### src/rtl/conv_pkg.sv
// Shared definitions for the convolution pipeline: engine mode encodings,
// scheduler FSM states and the fixed row/column port widths.
package conv_pkg;

  localparam int PIX_W      = 8;
  localparam int COL_PORT_W = 10;
  localparam int ROW_PORT_W = 9;

  typedef enum logic [1:0] {
    MODE_PASS  = 2'b00,
    MODE_SOBEL = 2'b01,
    MODE_GAUSS = 2'b10,
    MODE_RSVD  = 2'b11
  } conv_mode_t;

  typedef enum logic [1:0] {
    ST_IDLE   = 2'd0,
    ST_STREAM = 2'd1,
    ST_FLUSH  = 2'd2,
    ST_DONE   = 2'd3
  } sched_state_t;

  // The reserved encoding never reaches the engine.
  function automatic logic mode_is_valid(input logic [1:0] m);
    return m != MODE_RSVD;
  endfunction

endpackage

### src/rtl/conv_frame_scheduler_if.sv
// Pixel source handshake and engine-side pixel stream of the frame scheduler.
interface conv_frame_scheduler_if;
  import conv_pkg::*;

  // Source: a pixel transfers on a rising edge where s_valid && s_ready;
  // s_ready depends only on scheduler state, never on s_valid.
  // Engine: eng_valid marks a pixel for one cycle, there is no backpressure.
  logic [PIX_W-1:0]      s_pixel;
  logic                  s_valid;
  logic                  s_ready;
  logic [PIX_W-1:0]      eng_pixel;
  logic                  eng_valid;
  logic [1:0]            eng_mode;
  logic [COL_PORT_W-1:0] col;
  logic [ROW_PORT_W-1:0] row;

  modport master (
    input  s_pixel, s_valid,
    output s_ready, eng_pixel, eng_valid, eng_mode, col, row
  );

  modport slave (
    output s_pixel, s_valid,
    input  s_ready, eng_pixel, eng_valid, eng_mode, col, row
  );

endinterface

### src/rtl/conv_pixel_counter.sv
// Column/row position of the next pixel to accept; wraps at the frame edges.
module conv_pixel_counter #(
  parameter  int IMG_WIDTH  = 640,
  parameter  int IMG_HEIGHT = 480,
  localparam int COL_W = (IMG_WIDTH  > 1) ? $clog2(IMG_WIDTH)  : 1,
  localparam int ROW_W = (IMG_HEIGHT > 1) ? $clog2(IMG_HEIGHT) : 1
) (
  input  logic             clk,
  input  logic             rst_n,
  input  logic             clear,
  input  logic             advance,
  output logic [COL_W-1:0] col,
  output logic [ROW_W-1:0] row,
  output logic             last
);

  localparam logic [COL_W-1:0] LAST_COL = COL_W'(IMG_WIDTH - 1);
  localparam logic [ROW_W-1:0] LAST_ROW = ROW_W'(IMG_HEIGHT - 1);

  always_ff @(posedge clk) begin
    if (!rst_n || clear) begin
      col <= '0;
      row <= '0;
    end else if (advance) begin
      if (col == LAST_COL) begin
        col <= '0;
        row <= (row == LAST_ROW) ? '0 : row + ROW_W'(1);
      end else begin
        col <= col + COL_W'(1);
      end
    end
  end

  assign last = (col == LAST_COL) && (row == LAST_ROW);

endmodule

### src/rtl/conv_frame_scheduler.sv
// Feeds one frame of source pixels to the convolution engine, then a run of
// zero pixels to drain its line buffers, and pulses frame_done.
module conv_frame_scheduler
  import conv_pkg::*;
#(
  parameter int IMG_WIDTH  = 640,
  parameter int IMG_HEIGHT = 480,
  parameter int FLUSH_LEN  = IMG_WIDTH + 2
) (
  input  logic                    clk,
  input  logic                    rst_n,
  input  logic                    start,
  input  logic [1:0]              mode_req,
  input  logic                    mode_req_valid,
  output logic                    busy,
  output logic                    frame_done,
  output sched_state_t            dbg_state,
  conv_frame_scheduler_if.master  bus
);

  localparam int COL_W = (IMG_WIDTH  > 1) ? $clog2(IMG_WIDTH)  : 1;
  localparam int ROW_W = (IMG_HEIGHT > 1) ? $clog2(IMG_HEIGHT) : 1;
  localparam int FL_W  = $clog2(FLUSH_LEN + 1);
  localparam logic [FL_W-1:0] FLUSH_LAST = FL_W'(FLUSH_LEN - 1);

  sched_state_t     state, state_next;
  logic [1:0]       pending_mode;
  logic [FL_W-1:0]  flush_cnt;
  logic [COL_W-1:0] cnt_col;
  logic [ROW_W-1:0] cnt_row;
  logic             cnt_last;
  logic             accept;
  logic             start_frame;
  logic             mode_ok;

  assign mode_ok     = mode_req_valid && mode_is_valid(mode_req);
  assign start_frame = (state == ST_IDLE) && start;
  assign accept      = (state == ST_STREAM) && bus.s_valid;
  assign dbg_state   = state;

  conv_pixel_counter #(
    .IMG_WIDTH  (IMG_WIDTH),
    .IMG_HEIGHT (IMG_HEIGHT)
  ) u_cnt (
    .clk     (clk),
    .rst_n   (rst_n),
    .clear   (start_frame),
    .advance (accept),
    .col     (cnt_col),
    .row     (cnt_row),
    .last    (cnt_last)
  );

  always_ff @(posedge clk) begin
    if (!rst_n) state <= ST_IDLE;
    else        state <= state_next;
  end

  always_comb begin
    state_next  = state;
    busy        = 1'b0;
    bus.s_ready = 1'b0;
    case (state)
      ST_IDLE: begin
        if (start) state_next = ST_STREAM;
      end
      ST_STREAM: begin
        busy        = 1'b1;
        bus.s_ready = 1'b1;
        if (accept && cnt_last) state_next = ST_FLUSH;
      end
      ST_FLUSH: begin
        busy = 1'b1;
        if (flush_cnt == FLUSH_LAST) state_next = ST_DONE;
      end
      ST_DONE: begin
        state_next = ST_IDLE;
      end
      default: state_next = ST_IDLE;
    endcase
  end

  // A mode request arriving with start wins over the pending register so
  // that it applies to the frame being started.
  always_ff @(posedge clk) begin
    if (!rst_n) begin
      bus.eng_pixel <= '0;
      bus.eng_valid <= 1'b0;
      bus.eng_mode  <= MODE_PASS;
      bus.col       <= '0;
      bus.row       <= '0;
      pending_mode  <= MODE_PASS;
      flush_cnt     <= '0;
      frame_done    <= 1'b0;
    end else begin
      frame_done <= (state == ST_DONE);
      if (mode_ok) pending_mode <= mode_req;
      case (state)
        ST_IDLE: begin
          bus.eng_valid <= 1'b0;
          flush_cnt     <= '0;
          if (start) begin
            bus.eng_mode <= mode_ok ? mode_req : pending_mode;
            bus.col      <= '0;
            bus.row      <= '0;
          end
        end
        ST_STREAM: begin
          bus.eng_valid <= accept;
          flush_cnt     <= '0;
          if (accept) begin
            bus.eng_pixel <= bus.s_pixel;
            bus.col       <= COL_PORT_W'(cnt_col);
            bus.row       <= ROW_PORT_W'(cnt_row);
          end
        end
        ST_FLUSH: begin
          bus.eng_pixel <= '0;
          bus.eng_valid <= 1'b1;
          flush_cnt     <= flush_cnt + FL_W'(1);
        end
        default: begin
          bus.eng_valid <= 1'b0;
        end
      endcase
    end
  end

endmodule

### src/flat_wrapper.sv
// flat-port wrapper written by rule: the top's interface ports become plain ports
module conv_frame_scheduler_flat import conv_pkg::*;
#(
  parameter int IMG_WIDTH  = 640,
  parameter int IMG_HEIGHT = 480,
  parameter int FLUSH_LEN  = IMG_WIDTH + 2
)
  (clk, rst_n, start, mode_req, mode_req_valid, busy, frame_done, dbg_state, bus_s_pixel, bus_s_valid, bus_s_ready, bus_eng_pixel, bus_eng_valid, bus_eng_mode, bus_col, bus_row);
  conv_frame_scheduler_if bus_i ();
  input  logic clk;
  input  logic rst_n;
  input  logic start;
  input  logic [1:0] mode_req;
  input  logic mode_req_valid;
  output logic busy;
  output logic frame_done;
  output sched_state_t dbg_state;
  input wire logic [$bits(bus_i.s_pixel)-1:0] bus_s_pixel;
  input wire logic [$bits(bus_i.s_valid)-1:0] bus_s_valid;
  output wire logic [$bits(bus_i.s_ready)-1:0] bus_s_ready;
  output wire logic [$bits(bus_i.eng_pixel)-1:0] bus_eng_pixel;
  output wire logic [$bits(bus_i.eng_valid)-1:0] bus_eng_valid;
  output wire logic [$bits(bus_i.eng_mode)-1:0] bus_eng_mode;
  output wire logic [$bits(bus_i.col)-1:0] bus_col;
  output wire logic [$bits(bus_i.row)-1:0] bus_row;
  assign bus_i.s_pixel = bus_s_pixel;
  assign bus_i.s_valid = bus_s_valid;
  assign bus_s_ready = bus_i.s_ready;
  assign bus_eng_pixel = bus_i.eng_pixel;
  assign bus_eng_valid = bus_i.eng_valid;
  assign bus_eng_mode = bus_i.eng_mode;
  assign bus_col = bus_i.col;
  assign bus_row = bus_i.row;
  conv_frame_scheduler #(.IMG_WIDTH(IMG_WIDTH), .IMG_HEIGHT(IMG_HEIGHT), .FLUSH_LEN(FLUSH_LEN)) u_core (.clk(clk), .rst_n(rst_n), .start(start), .mode_req(mode_req), .mode_req_valid(mode_req_valid), .busy(busy), .frame_done(frame_done), .dbg_state(dbg_state), .bus(bus_i));
endmodule
### config.mk
export PLATFORM = sky130hd
export DESIGN_NAME = conv_frame_scheduler_flat
export DESIGN_NICKNAME = d
export VERILOG_FILES = /design/src/rtl/conv_pkg.sv /design/src/rtl/conv_frame_scheduler_if.sv /design/src/rtl/conv_pixel_counter.sv /design/src/rtl/conv_frame_scheduler.sv /design/src/flat_wrapper.sv
export SDC_FILE = /design/constraint.sdc
export NUM_CORES = 1
export LEC_CHECK = 0
export BUFFER_PORTS_ARGS = -buffer_cell sky130_fd_sc_hd__buf_2
export CORE_MARGIN = 4
export CORE_UTILIZATION = 25
export DETAILED_ROUTE_END_ITERATION = 8
export SYNTH_ARGS = -nofsm -noshare
export SYNTH_HDL_FRONTEND = slang
export SYNTH_SLANG_ARGS = --single-unit
### constraint.sdc
create_clock -name clk -period 2.2 [get_ports clk]
set_input_delay 0.11 -clock clk [delete_from_list [all_inputs] [get_ports clk]]
set_output_delay 0.11 -clock clk [all_outputs]
set_load 0.05 [all_outputs]
-- Word-level counts from Yosys, hierarchy flattened
Index checks and enable logic that the tools add are counted.
- register bits after elaboration: 64
- bits of input ports: 15
- output and inout bits: 35
- word-level logic and storage cells: 62
- add/subtract/negate cells: 3
- equal/unequal tests: 11
- multiplexer cells: 19
- reduce and logical (&&, ||, !) cells: 18
- operators by type and width (operator ; number):
    10-bit case mux with 2 select lines ; 2
    10-bit 2-to-1 mux ; 3
    9-bit 2-to-1 mux ; 3
    10-bit by 1-bit adder with 10-bit output, second input constant ; 2
    10-bit equality test, second input constant ; 2
    9-bit case mux with 2 select lines ; 1
    8-bit case mux with 2 select lines ; 1
    9-bit by 1-bit adder with 9-bit output, second input constant ; 1
    9-bit equality test, second input constant ; 1
    2-bit 2-to-1 mux ; 4
    8-bit 2-to-1 mux ; 1
    2-bit case mux with 4 select lines ; 1
    2-bit != test, second input constant ; 3
    2-bit AND reduction ; 3
    3-bit AND reduction ; 2
    2-bit nonzero test ; 3
    1-bit logical AND ; 5
    2-bit equality test, second input constant ; 2
    2-bit by 1-bit != test with 1-bit output, second input constant ; 2
    2-bit OR reduction ; 2
    2-bit by 1-bit equality test with 1-bit output, second input constant ; 1
    2-bit logical NOT ; 1
    1-bit 2-to-1 mux ; 2
    1-bit case mux with 2 select lines ; 1
    2 further kinds ; 2

-- Logic depth before layout (Yosys ltp)
Gate-level depths: netlist of run 1.
- depth after elaboration: 5
- gate-level depth with buffers: 9
- depth with buffers taken out: 7

-- By module
A second synthesis of run 1 with hierarchy kept.
- cell total of the unflattened synthesis: 325
- area total of the unflattened synthesis: 2806.4 um^2
- modules (own cells, without submodules) (module ; instances ; cells each ; area an instance (um^2) ; seq. area each (um^2)):
    conv_frame_scheduler ; 1 ; 214 ; 1880.6 ; 900.9
    conv_pixel_counter ; 1 ; 111 ; 925.9 ; 380.4

-- Worst setup path before layout of run 1
No wires, ideal clock.
- path type: reg2reg
- from: register u_core.state[0], in the netlist u_core.dbg_state[0]
- to: register u_core.state[1], in the netlist u_core.dbg_state[1]
- setup time: 72 ps
- data arrival time: 2854 ps
- data required time: 2128 ps
- slack: -726 ps
- cell stages (with the launch flop): 7
- buffers on the path: 0
- period minus slack after synthesis: 2926 ps
- cells stage by stage: dfxtp_1 ha_1 and4_4 nand4_4 or4_4 a221oi_2 mux2i_1
- longest elaborated chain between the ends: 5
- RTL lines (element ; RTL line ; source):
    start: declaration ; conv_frame_scheduler.sv:26 ; sched_state_t state, state_next;
    start signal: assignment ; conv_frame_scheduler.sv:56 ; else state <= state_next;
    2-bit by 1-bit equality test with 1-bit output ; conv_frame_scheduler.sv:38, conv_frame_scheduler.sv:63 ;
    1-bit logical AND ; conv_frame_scheduler.sv:38 ; assign accept = (state == ST_STREAM) && bus.s_valid;
    1-bit logical AND ; conv_frame_scheduler.sv:70 ; if (accept && cnt_last) state_next = ST_FLUSH;
    2-bit != test (no source line) ; -- ;
    3-bit AND reduction (no source line) ; -- ;
Parallel ways exist; a longest one is shown, timed or not.
A chain may end at the register's enable or synchronous reset.

-- Final worst setup path of run 1
- from: register u_core.state[1], in the netlist u_core.dbg_state[1]
- to: register u_core.state[1], in the netlist u_core.dbg_state[1]
The elaborated chain is that of the path after synthesis.

==> impl_metrics.py, run 1 <==
metrics = {
    "grt": {
        "grt_max_degree": 38,
        "track_usage_pct": 9.99,
        "first_global_vias": 2160,
        "grt_overflow": 0,
        "grt_pass1_wl_mm": 10.2,
        "antenna_found_initial": 0,
    },
    "worst_setup_path": {
        "crit_required_ps": 2460,
        "start_kind": "register",
        "crit_path_end_kind": "register",
        "r2r_slack_ps": 140,
        "path_class": "register to register",
        "r2r_start": "u_core.dbg_state[1]$_SDFFE_PN0P_",
        "rr_endpoint": "u_core.dbg_state[1]$_SDFFE_PN0P_",
        "path_max_fanout": 6,
        "crit_arrival_ps": 2320,
        "r2r_cells": 7,
    },
    "floorplanning": {
        "die_y_um": 113,
        "initial_utilization_pct": 26.1,
        "io_pins": 50,
        "coreArea_mm2": 0.0105,
        "die-area_mm2": 0.0127,
        "fp.dieW_um": 113,
        "row_count": 37,
    },
    "power": {
        "power_density_mw_per_mm2": 1050,
        "peakVddDrop_mv": 0.570,
        "p_leak_nw": 1.36,
    },
    "routing": {
        "via_count": 2248,
        "finalWirelength_mm": 6.06,
        "drt-wirelength-per-cell_um": 12.2,
        "drt-initial-drc-count": 113,
        "drc": 0,
        "viasPerCell": 4.51,
        "drtAntennaViolNets": 0,
        "dr.pass1.iters": 4,
    },
    "layout": {
        "stdcell_area_mm2": 0.00341,
        "most-common-layout-cells": "dfxtp_1 (62), buf_2 (49), nand2_1 (35)",
        "layout_commonest_cell": "dfxtp_1",
        "area_growth_pct": 25.0,
        "stdcell_count": 498,
        "nNetsFinal": 381,
        "diodes": 0,
        "fin_util_pct": 32.6,
        "drive_above_1_share_pct": 22.9,
    },
    "timing": {
        "finalCritPeriodShare_pct": 93.7,
        "final-hold-violation-count": 0,
        "max_freq_mhz": 485,
        "clock_skew_ps": 9.64,
        "post-route-min-period_ps": 2060,
        "slew_headroom_pct": 54.2,
        "grt_setup_unrepaired": "no",
        "worst_slew_pin_slew_ps": 683,
        "slew_viol_final": 0,
        "setup_viol": 0,
    },
    "cts": {
        "cts_resized": 0,
        "cts_tree": "built",
        "cts_setup_buffers": 0,
        "cts_buffers": 9,
        "root_buffer": "clkbuf_8",
        "htree_levels": 3,
        "cts.sinks": 64,
        "cts_hold_buf": 0,
        "clock_latency_ps": 340,
        "cts_buffer_depth": 2,
        "cts.reportedPaths.clkPinSlew_ps": 80,
    },
    "synthesis": {
        "syn_nets": 327,
        "synthAdderAreaFrac_pct": 4.12,
        "avgSynthCellArea_um2": 9.01,
        "yosys_register_bits": 64,
        "yosys.area_share.xor_xnor_pct": 7.70,
        "ys_warn_count": 0,
        "synth_cell_type_count": 37,
        "yosysTopAreaCellShare_pct": 46.9,
        "muxShareOfSynthArea_pct": 0.733,
        "synthSimpleGateAreaFrac_pct": 26.2,
        "synthTopCellsByArea": "dfxtp_1 (47%), xor2_1 (5.5%), nand3_1 (5.3%), a21boi_0 (5.2%), nand2_1 (4.8%)",
        "yosysTopAreaCell": "dfxtp_1",
        "synth_top_family_by_area": "simple AND/OR/NAND/NOR gates",
        "synthFlopType": "dfxtp_1",
        "netlist_area_mm2": 0.00273,
        "synth_compound_area_share_pct": 12.0,
        "ys_async_sr_fraction_pct": 0,
        "synth_edf_count": 0,
        "netlist_instances": 303,
        "synth_seq_area_share_pct": 46.9,
    },
    "place": {
        "place_area_mm2": 0.00317,
        "gp_congestion": 0.781,
        "dp.cells": 482,
        "hpwl_mm": 4.39,
        "port_buffers": 49,
    },
    "hold_path": {
        "holdPathStages": 3,
        "hp-class": "input port to register",
        "whs_endpoint": "u_core.bus.eng_pixel[3]$_SDFFE_PN0P_",
        "min_from": "bus_s_pixel[3]",
    },
    "run": {
        "max_cap_violations": 0,
    },
    "status": {
        "status": "finished, final reports clean",
    },
}
==> state kept, by name, indices dropped and copies added, names as in the netlist <==
| name | cells |
|---|---|
| u_core.bus.col | 10 |
| u_core.flush_cnt | 10 |
| u_core.u_cnt.col | 10 |
| u_core.bus.row | 9 |
| u_core.u_cnt.row | 9 |
| u_core.bus.eng_pixel | 8 |
| u_core.bus.eng_mode | 2 |
| u_core.dbg_state | 2 |
| u_core.pending_mode | 2 |
| u_core.bus.eng_valid | 1 |
| u_core.frame_done | 1 |
==> synth_stat cells (all sizes together), types with 3 or more instances <==
master / n
nand4: 6
clkbuf: 11
and4: 4
nor2: 34
nor2b: 13
xor2: 17
and3: 5
nor3: 3
ha: 9
a21boi: 19
xnor2: 7
nand3: 29
a21oi: 9
nand2b: 4
a22oi: 8
dfxtp: 64
inv: 5
nand2: 35
o21ai: 4
==> worst max-delay path: stages (launching register included) <==
cell	delay (ps)
dfxtp_4	370
inv_4	70
ha_4	120
and4_4	250
nand4_4	100
or4_4	550
a221oi_2	320
mux2i_1	210
==> kinds of logic after synthesis <==
group / count (synthesis)
buf+inv: 17
flops: 64
fa+ha+maj: 9
simple gates: 141
xor+xnor: 24
compound gates: 46
mux: 2
==> per-layer routing <==
layer / vias up / track usage (%) / routed length (µm)
met1: 1048 / 12.2 / 2840
met2: 43 / 15.9 / 2790
li1: 1151 / - / -
met4: 0 / 3.13 / 64
met3: 6 / 4.31 / 369
met5: - / 0 / 0
==> cell type report <==
class,instances,area (µm²)
sequential,64,1290
multi-input combinational,222,1400
clock inverter,3,42.5
timing repair buffer,55,290
clock buffer,13,201
tap,136,170
inverter,5,21.3
fill,1102,7050
==> stage by stage <==
step           setup slack (ps)  hold WS, ps  total power, W  setup TNS, ps
2_1_floorplan             -45.8          251         0.00214          -83.5
3_3_place_gp                178          375         0.00242              0
3_5_place_dp                142          381         0.00243              0
4_1_cts                     129         22.7         0.00363              0
5_1_grt                    22.7         26.7         0.00376              0
6_report                    138         34.4         0.00357              0
==> how the worst max path moves through the flow <==
stage,endpoint,slack [ps],from
after floorplan,u_core.dbg_state[1]$_SDFFE_PN0P_,-50,u_core.dbg_state[0]$_SDFFE_PN0P_
after global placement,u_core.dbg_state[1]$_SDFFE_PN0P_,180,u_core.dbg_state[1]$_SDFFE_PN0P_
after detailed placement,u_core.dbg_state[1]$_SDFFE_PN0P_,140,u_core.dbg_state[1]$_SDFFE_PN0P_
after CTS,u_core.dbg_state[1]$_SDFFE_PN0P_,130,u_core.dbg_state[1]$_SDFFE_PN0P_
after global routing,u_core.dbg_state[1]$_SDFFE_PN0P_,20,u_core.u_cnt.col[0]$_SDFFE_PP0P_
final,u_core.dbg_state[1]$_SDFFE_PN0P_,140,u_core.dbg_state[1]$_SDFFE_PN0P_
==> power by group <==
| part | internal [W] | switching, W | total (W) |
|---|---|---|---|
| sequential | 0.00123 | 0.0000583 | 0.00129 |
| combinational | 0.000269 | 0.000833 | 0.00110 |
| clock | 0.000721 | 0.000452 | 0.00117 |
| total | 0.00222 | 0.00134 | 0.00357 |
No activity file was read; power rests on OpenSTA's default activity.
==> run 2, diff against run 1 <==
--- a/config.mk
+++ b/config.mk
@@ -8,6 +8,7 @@
 export BUFFER_PORTS_ARGS = -buffer_cell sky130_fd_sc_hd__buf_2
 export CORE_MARGIN = 4
 export CORE_UTILIZATION = 25
+export CTS_BUF_LIST = sky130_fd_sc_hd__clkbuf_8
 export DETAILED_ROUTE_END_ITERATION = 8
 export SYNTH_ARGS = -nofsm -noshare
 export SYNTH_HDL_FRONTEND = slang
==> constraint.sdc (replaced) <==
create_clock -name clk -period 1.7 [get_ports clk]
set_input_delay 0.085 -clock clk [delete_from_list [all_inputs] [get_ports clk]]
set_output_delay 0.085 -clock clk [all_outputs]
set_load 0.05 [all_outputs]
==> run 2 against run 1 <==
The run now ends with negative setup slack left; clock-buffer cell count is 3 lower; power rose by 31%; global-route usage is 1.2 points higher; via count is 6.4% higher; critical path type unchanged; largest power group is now combinational cells.
==> impl_metrics.py, run 2 (synthesis results as in run 1) <==
metrics = {
    "worst_setup_path": {
        "crit_end": "u_core.dbg_state[1]$_SDFFE_PN0P_",
        "path_delay_family": "simple AND/OR/NAND/NOR gates",
        "start_kind": "register",
        "rr_endpoint": "u_core.dbg_state[1]$_SDFFE_PN0P_",
        "crit_required_ps": 1960,
        "critPathMaxStageDelay_ps": 560,
        "crit_chain": "inv_4 > ha_4 > and4_4 > nand4_4 > or4_4 > a221oi_4 > mux2i_1",
        "r2r_slack_ps": -300,
        "slowest_stage": "or4_4",
        "crit_cells": 7,
        "crit_arrival_ps": 2250,
        "worst-path-buf-inv": 1,
        "r2r_start": "u_core.dbg_state[1]$_SDFFE_PN0P_",
        "path_max_fanout": 3,
        "critical_path.startpoint": "u_core.dbg_state[1]$_SDFFE_PN0P_",
        "r2r_cells": 7,
        "path_class": "register to register",
        "crit_path_end_kind": "register",
    },
    "timing": {
        "worst_slew_pin_slew_ps": 343,
        "post-route-min-period_ps": 2000,
        "grt_setup_unrepaired": "yes",
        "final-hold-violation-count": 0,
        "fin_ws_ps": -295,
        "finalCritPeriodShare_pct": 117,
        "setup_viol": 28,
        "max_freq_mhz": 501,
        "slew_viol_final": 0,
        "clock_skew_ps": 7.74,
        "slew_headroom_pct": 77.2,
    },
    "grt": {
        "first_global_vias": 2355,
        "grt_pass1_wl_mm": 11.4,
        "antenna_found_initial": 0,
        "grt_max_degree": 32,
        "grt_overflow": 0,
        "track_usage_pct": 11.2,
    },
    "routing": {
        "dr.pass1.iters": 4,
        "drc": 0,
        "drtAntennaViolNets": 0,
        "finalWirelength_mm": 6.67,
        "drt-initial-drc-count": 78,
        "viasPerCell": 4.45,
        "drt-wirelength-per-cell_um": 12.4,
        "via_count": 2392,
    },
    "layout": {
        "fin_util_pct": 35.4,
        "diodes": 0,
        "drive_above_1_share_pct": 31.9,
        "n_fill_cell": 1103,
        "nNetsFinal": 420,
        "area_growth_pct": 35.6,
        "most-common-layout-cells": "dfxtp_1 (60), buf_2 (49), buf_4 (41)",
        "reg_top3": "u_core.bus.col: 10 flops, u_core.flush_cnt: 10 flops, u_core.u_cnt.col: 10 flops",
        "layout_commonest_cell": "dfxtp_1",
        "stdcell_area_mm2": 0.00370,
    },
    "power": {
        "peakVddDrop_mv": 0.604,
        "intPower_w": 0.00284,
        "power_density_mw_per_mm2": 1260,
        "switching_power_w": 0.00183,
        "power_frac_clock_pct": 24.1,
        "p_sw_share_pct": 39.2,
        "p_leak_nw": 1.54,
        "p_total_w": 0.00467,
        "pwr-share-seq_pct": 35.3,
        "pwr-share-comb_pct": 40.6,
    },
    "cts": {
        "root_buffer": "clkbuf_8",
        "cts_tree": "built",
        "htree_levels": 3,
        "clock_latency_ps": 340,
        "cts.sinks": 64,
        "cts_buffers": 9,
        "cts.reportedPaths.clkPinSlew_ps": 70,
        "cts_buffer_depth": 2,
    },
    "floorplanning": {
        "initial_utilization_pct": 26.1,
        "die_y_um": 113,
        "io_pins": 50,
        "fp.dieW_um": 113,
        "die-area_mm2": 0.0127,
        "row_count": 37,
        "coreArea_mm2": 0.0105,
    },
    "run": {
        "max_cap_violations": 0,
    },
    "status": {
        "status": "complete, but fails checks",
        "violations": "negative setup slack",
    },
    "place": {
        "hpwl_mm": 4.81,
        "gp_congestion": 0.811,
        "place_area_mm2": 0.00345,
        "port_buffers": 49,
    },
    "hold_path": {
        "hp-class": "input port to register",
    },
}
run 2: worst min path at each step:
stage,start,endpoint,cells after the start
after floorplan,bus_s_valid,u_core.bus.eng_valid$_SDFF_PN0_,2
after global placement,bus_s_pixel[3],u_core.bus.eng_pixel[3]$_SDFFE_PN0P_,3
after detailed placement,bus_s_pixel[2],u_core.bus.eng_pixel[2]$_SDFFE_PN0P_,3
after CTS,bus_s_pixel[0],u_core.bus.eng_pixel[0]$_SDFFE_PN0P_,3
after global routing,bus_s_pixel[0],u_core.bus.eng_pixel[0]$_SDFFE_PN0P_,3
final,bus_s_pixel[7],u_core.bus.eng_pixel[7]$_SDFFE_PN0P_,3
run 2: layout make-up:
| class | count | area (µm²) | area share, % |
|---|---|---|---|
| inverters | 5 | 21.3 | 0.574 |
| clock buffers | 10 | 138 | 3.71 |
| repair buffers | 94 | 613 | 16.5 |
| clock inverters | 6 | 28.8 | 0.777 |
| flip-flops and latches | 64 | 1290 | 34.9 |
| well taps | 136 | 170 | 4.59 |
| multi-input cells | 222 | 1440 | 38.9 |
run 2: worst reg2reg max path, cell delays in order, from the launching register on:
cell and delay [ps]:
dfxtp_4 350, inv_4 50, ha_4 110, and4_4 210, nand4_4 100, or4_4 560, a221oi_4 320, mux2i_1 210
run 2: per-stage QoR:
step	setup slack (ps)	setup TNS, ps	hold WS [ps]	instances
final	-295	-3070	12.6	537
after CTS	-357	-3860	0.489	536
after detailed placement	-362	-3480	357	516
after floorplan	-545	-3930	226	303
after global placement	-254	-2500	348	516
after global routing	-389	-7320	11.2	537
run 2: power groups by stage:
stage	logic (W)	clock network (W)	registers [W]
2_1_floorplan	0.000904	0	0.00194
3_3_place_gp	0.00183	0	0.00168
3_5_place_dp	0.00185	0	0.00168
5_1_grt	0.00207	0.00124	0.00166
4_1_cts	0.00192	0.00118	0.00165
6_report	0.00190	0.00113	0.00165
run 2: what timing repair did:
action	CTS	global route
buffers inserted	2	1
pin swaps	6	4
endpoints found under the hold margin	2	0
hold buffers	2	0
setup endpoints to repair	36	41
resized for setup	6	10
run 2: metal layers:
metal	vias up	share of wire (%)	global-route usage, %
met2	49	46	16.9
met4	0	1.1	4.33
met5	-	0	0
met3	10	5.1	3.72
met1	1108	48	14.7
li1	1225	-	-
==> run 3, diff against run 2 <==
--- a/config.mk
+++ b/config.mk
@@ -13,3 +13,4 @@
 export SYNTH_ARGS = -nofsm -noshare
 export SYNTH_HDL_FRONTEND = slang
 export SYNTH_SLANG_ARGS = --single-unit
+export TNS_END_PERCENT = 5
==> run 3 against run 2 <==
The run still ends with negative setup slack left; combinational power decreased by 11%; sequential power about the same; fmax increased by 2.4%; clock skew about the same; critical path type unchanged; clock power increased by 14%; critical path depth decreased by 1; via count decreased by 0.29%; global-route usage decreased by 0.23 points; cell area decreased by 0.54%; wire length decreased by 2.9%; sequential share of layout area increased by 0.19 points; largest power group unchanged.
==> impl_metrics.py, run 3 (synthesis results as in run 1) <==
metrics = {
    "status": {
        "status": "complete, but fails checks",
        "violations": "negative setup slack",
    },
    "timing": {
        "fin_ws_ps": -249,
        "worst_slew_pin_slew_ps": 668,
        "clock_skew_ps": 7.44,
        "grt_setup_unrepaired": "yes",
        "slew_viol_final": 0,
        "max_freq_mhz": 513,
        "slew_headroom_pct": 55.2,
        "final-hold-violation-count": 0,
        "setup_viol": 35,
        "holdWs_ps": 18.4,
        "post-route-min-period_ps": 1950,
        "finalCritPeriodShare_pct": 115,
    },
    "place": {
        "port_buffers": 49,
        "hpwl_mm": 4.79,
        "post-place-ws_ps": -294,
        "gp_congestion": 0.805,
    },
    "worst_setup_path": {
        "crit_required_ps": 1960,
        "path_delay_family": "simple AND/OR/NAND/NOR gates",
        "crit_path_end_kind": "register",
        "slowest_stage": "or4_4",
        "worst-path-buf-inv": 0,
        "crit_chain": "ha_4 > and4_4 > nand4_4 > or4_4 > a221oi_4 > mux2i_1",
        "path_max_fanout": 3,
        "start_kind": "register",
        "critPathMaxStageDelay_ps": 530,
        "r2r_slack_ps": -250,
        "path_class": "register to register",
        "crit_arrival_ps": 2210,
    },
    "layout": {
        "fin_util_pct": 35.2,
        "drive_above_1_share_pct": 30.3,
        "layout_commonest_cell": "dfxtp_1",
        "nNetsFinal": 415,
        "multi_input_area_mm2": 0.00144,
        "most-common-layout-cells": "dfxtp_1 (60), buf_2 (49), buf_4 (37)",
        "seq_area_mm2": 0.00129,
        "reg_top3": "u_core.bus.col: 10 flops, u_core.flush_cnt: 10 flops, u_core.u_cnt.col: 10 flops",
        "n_fill_cell": 1085,
        "area_growth_pct": 34.9,
        "diodes": 0,
    },
    "grt": {
        "grt_pass1_wl_mm": 11.3,
        "first_global_vias": 2513,
        "track_usage_pct": 10.9,
        "grt_overflow": 0,
        "grt_max_degree": 32,
        "antenna_found_initial": 0,
    },
    "floorplanning": {
        "fp.dieW_um": 113,
        "row_count": 37,
        "die_y_um": 113,
        "die-area_mm2": 0.0127,
        "io_pins": 50,
        "coreArea_mm2": 0.0105,
        "initial_utilization_pct": 26.1,
    },
    "cts": {
        "cts_buffers": 9,
        "htree_levels": 3,
        "clock_latency_ps": 340,
        "cts.sinks": 64,
        "root_buffer": "clkbuf_8",
        "cts_buffer_depth": 2,
        "cts.reportedPaths.clkPinSlew_ps": 70,
        "cts_tree": "built",
        "cts_setup_buffers": 0,
    },
    "routing": {
        "drtAntennaViolNets": 0,
        "viasPerCell": 4.48,
        "drc": 0,
        "dr.pass1.iters": 4,
        "finalWirelength_mm": 6.48,
        "via_count": 2385,
        "drt-wirelength-per-cell_um": 12.2,
        "drt-initial-drc-count": 76,
    },
    "power": {
        "power_density_mw_per_mm2": 1260,
        "p_leak_nw": 1.53,
        "peakVddDrop_mv": 0.624,
    },
    "run": {
        "max_cap_violations": 0,
    },
    "hold_path": {
        "hp-class": "input port to register",
    },
}
[run 3: worst paths after layout]
| check | startpoint | endpoint | cells past startpoint |
|---|---|---|---|
| max | u_core.u_cnt.col[0]$_SDFFE_PP0P_ | u_core.dbg_state[1]$_SDFFE_PN0P_ | 6 |
| min | bus_s_pixel[7] | u_core.bus.eng_pixel[7]$_SDFFE_PN0P_ | 3 |
| max reg2reg | u_core.u_cnt.col[0]$_SDFFE_PP0P_ | u_core.dbg_state[1]$_SDFFE_PN0P_ | 6 |
| min reg2reg | u_core.bus.row[5]$_SDFFE_PN0P_ | u_core.bus.row[5]$_SDFFE_PN0P_ | 2 |
[run 3: layout make-up]
type                    instances  area share [%]
well taps                     136            4.62
multi-input cells             222            39.1
repair buffers                 89            15.3
clock buffers                  11            4.11
flip-flops and latches         64            35.0
clock inverters                 5            1.29
inverters                       5           0.577
[run 3: routing by layer]
layer	vias to the layer above	part of all wire (%)	global-route usage, %
li1	1214	-	-
met1	1102	46	12.5
met2	55	47	18.8
met3	14	5.1	3.23
met4	0	2.3	5.05
met5	-	0	0
[run 3: where the power goes]
group          internal, W  total, W  switching (W)
clock network     0.000741   0.00129       0.000546
logic             0.000528   0.00169        0.00116
registers          0.00160   0.00165      0.0000510
[run 3: timing repair]
action | in CTS | in global routing
pin swaps | 4 | 2
endpoints found under the setup margin | 35 | 50
gates resized for setup | 6 | 5
gates cloned | 0 | 0
hold endpoints to repair | 2 | 0
hold buffers | 2 | 0
[run 3: worst min-delay path, stage by stage]
cell     delay (ps)
buf_2            80
a22oi_1          50
nor2b_1         100
[run 3: stage by stage]
stage | area, µm² | TNS [ps] | cells | power (W)
2_1_floorplan | 2750 | -5690 | 303 | 0.00277
3_3_place_gp | 3420 | -3360 | 514 | 0.00330
3_5_place_dp | 3420 | -4090 | 514 | 0.00332
4_1_cts | 3670 | -2310 | 532 | 0.00467
5_1_grt | 3680 | -7960 | 532 | 0.00490
6_report | 3680 | -2440 | 532 | 0.00462
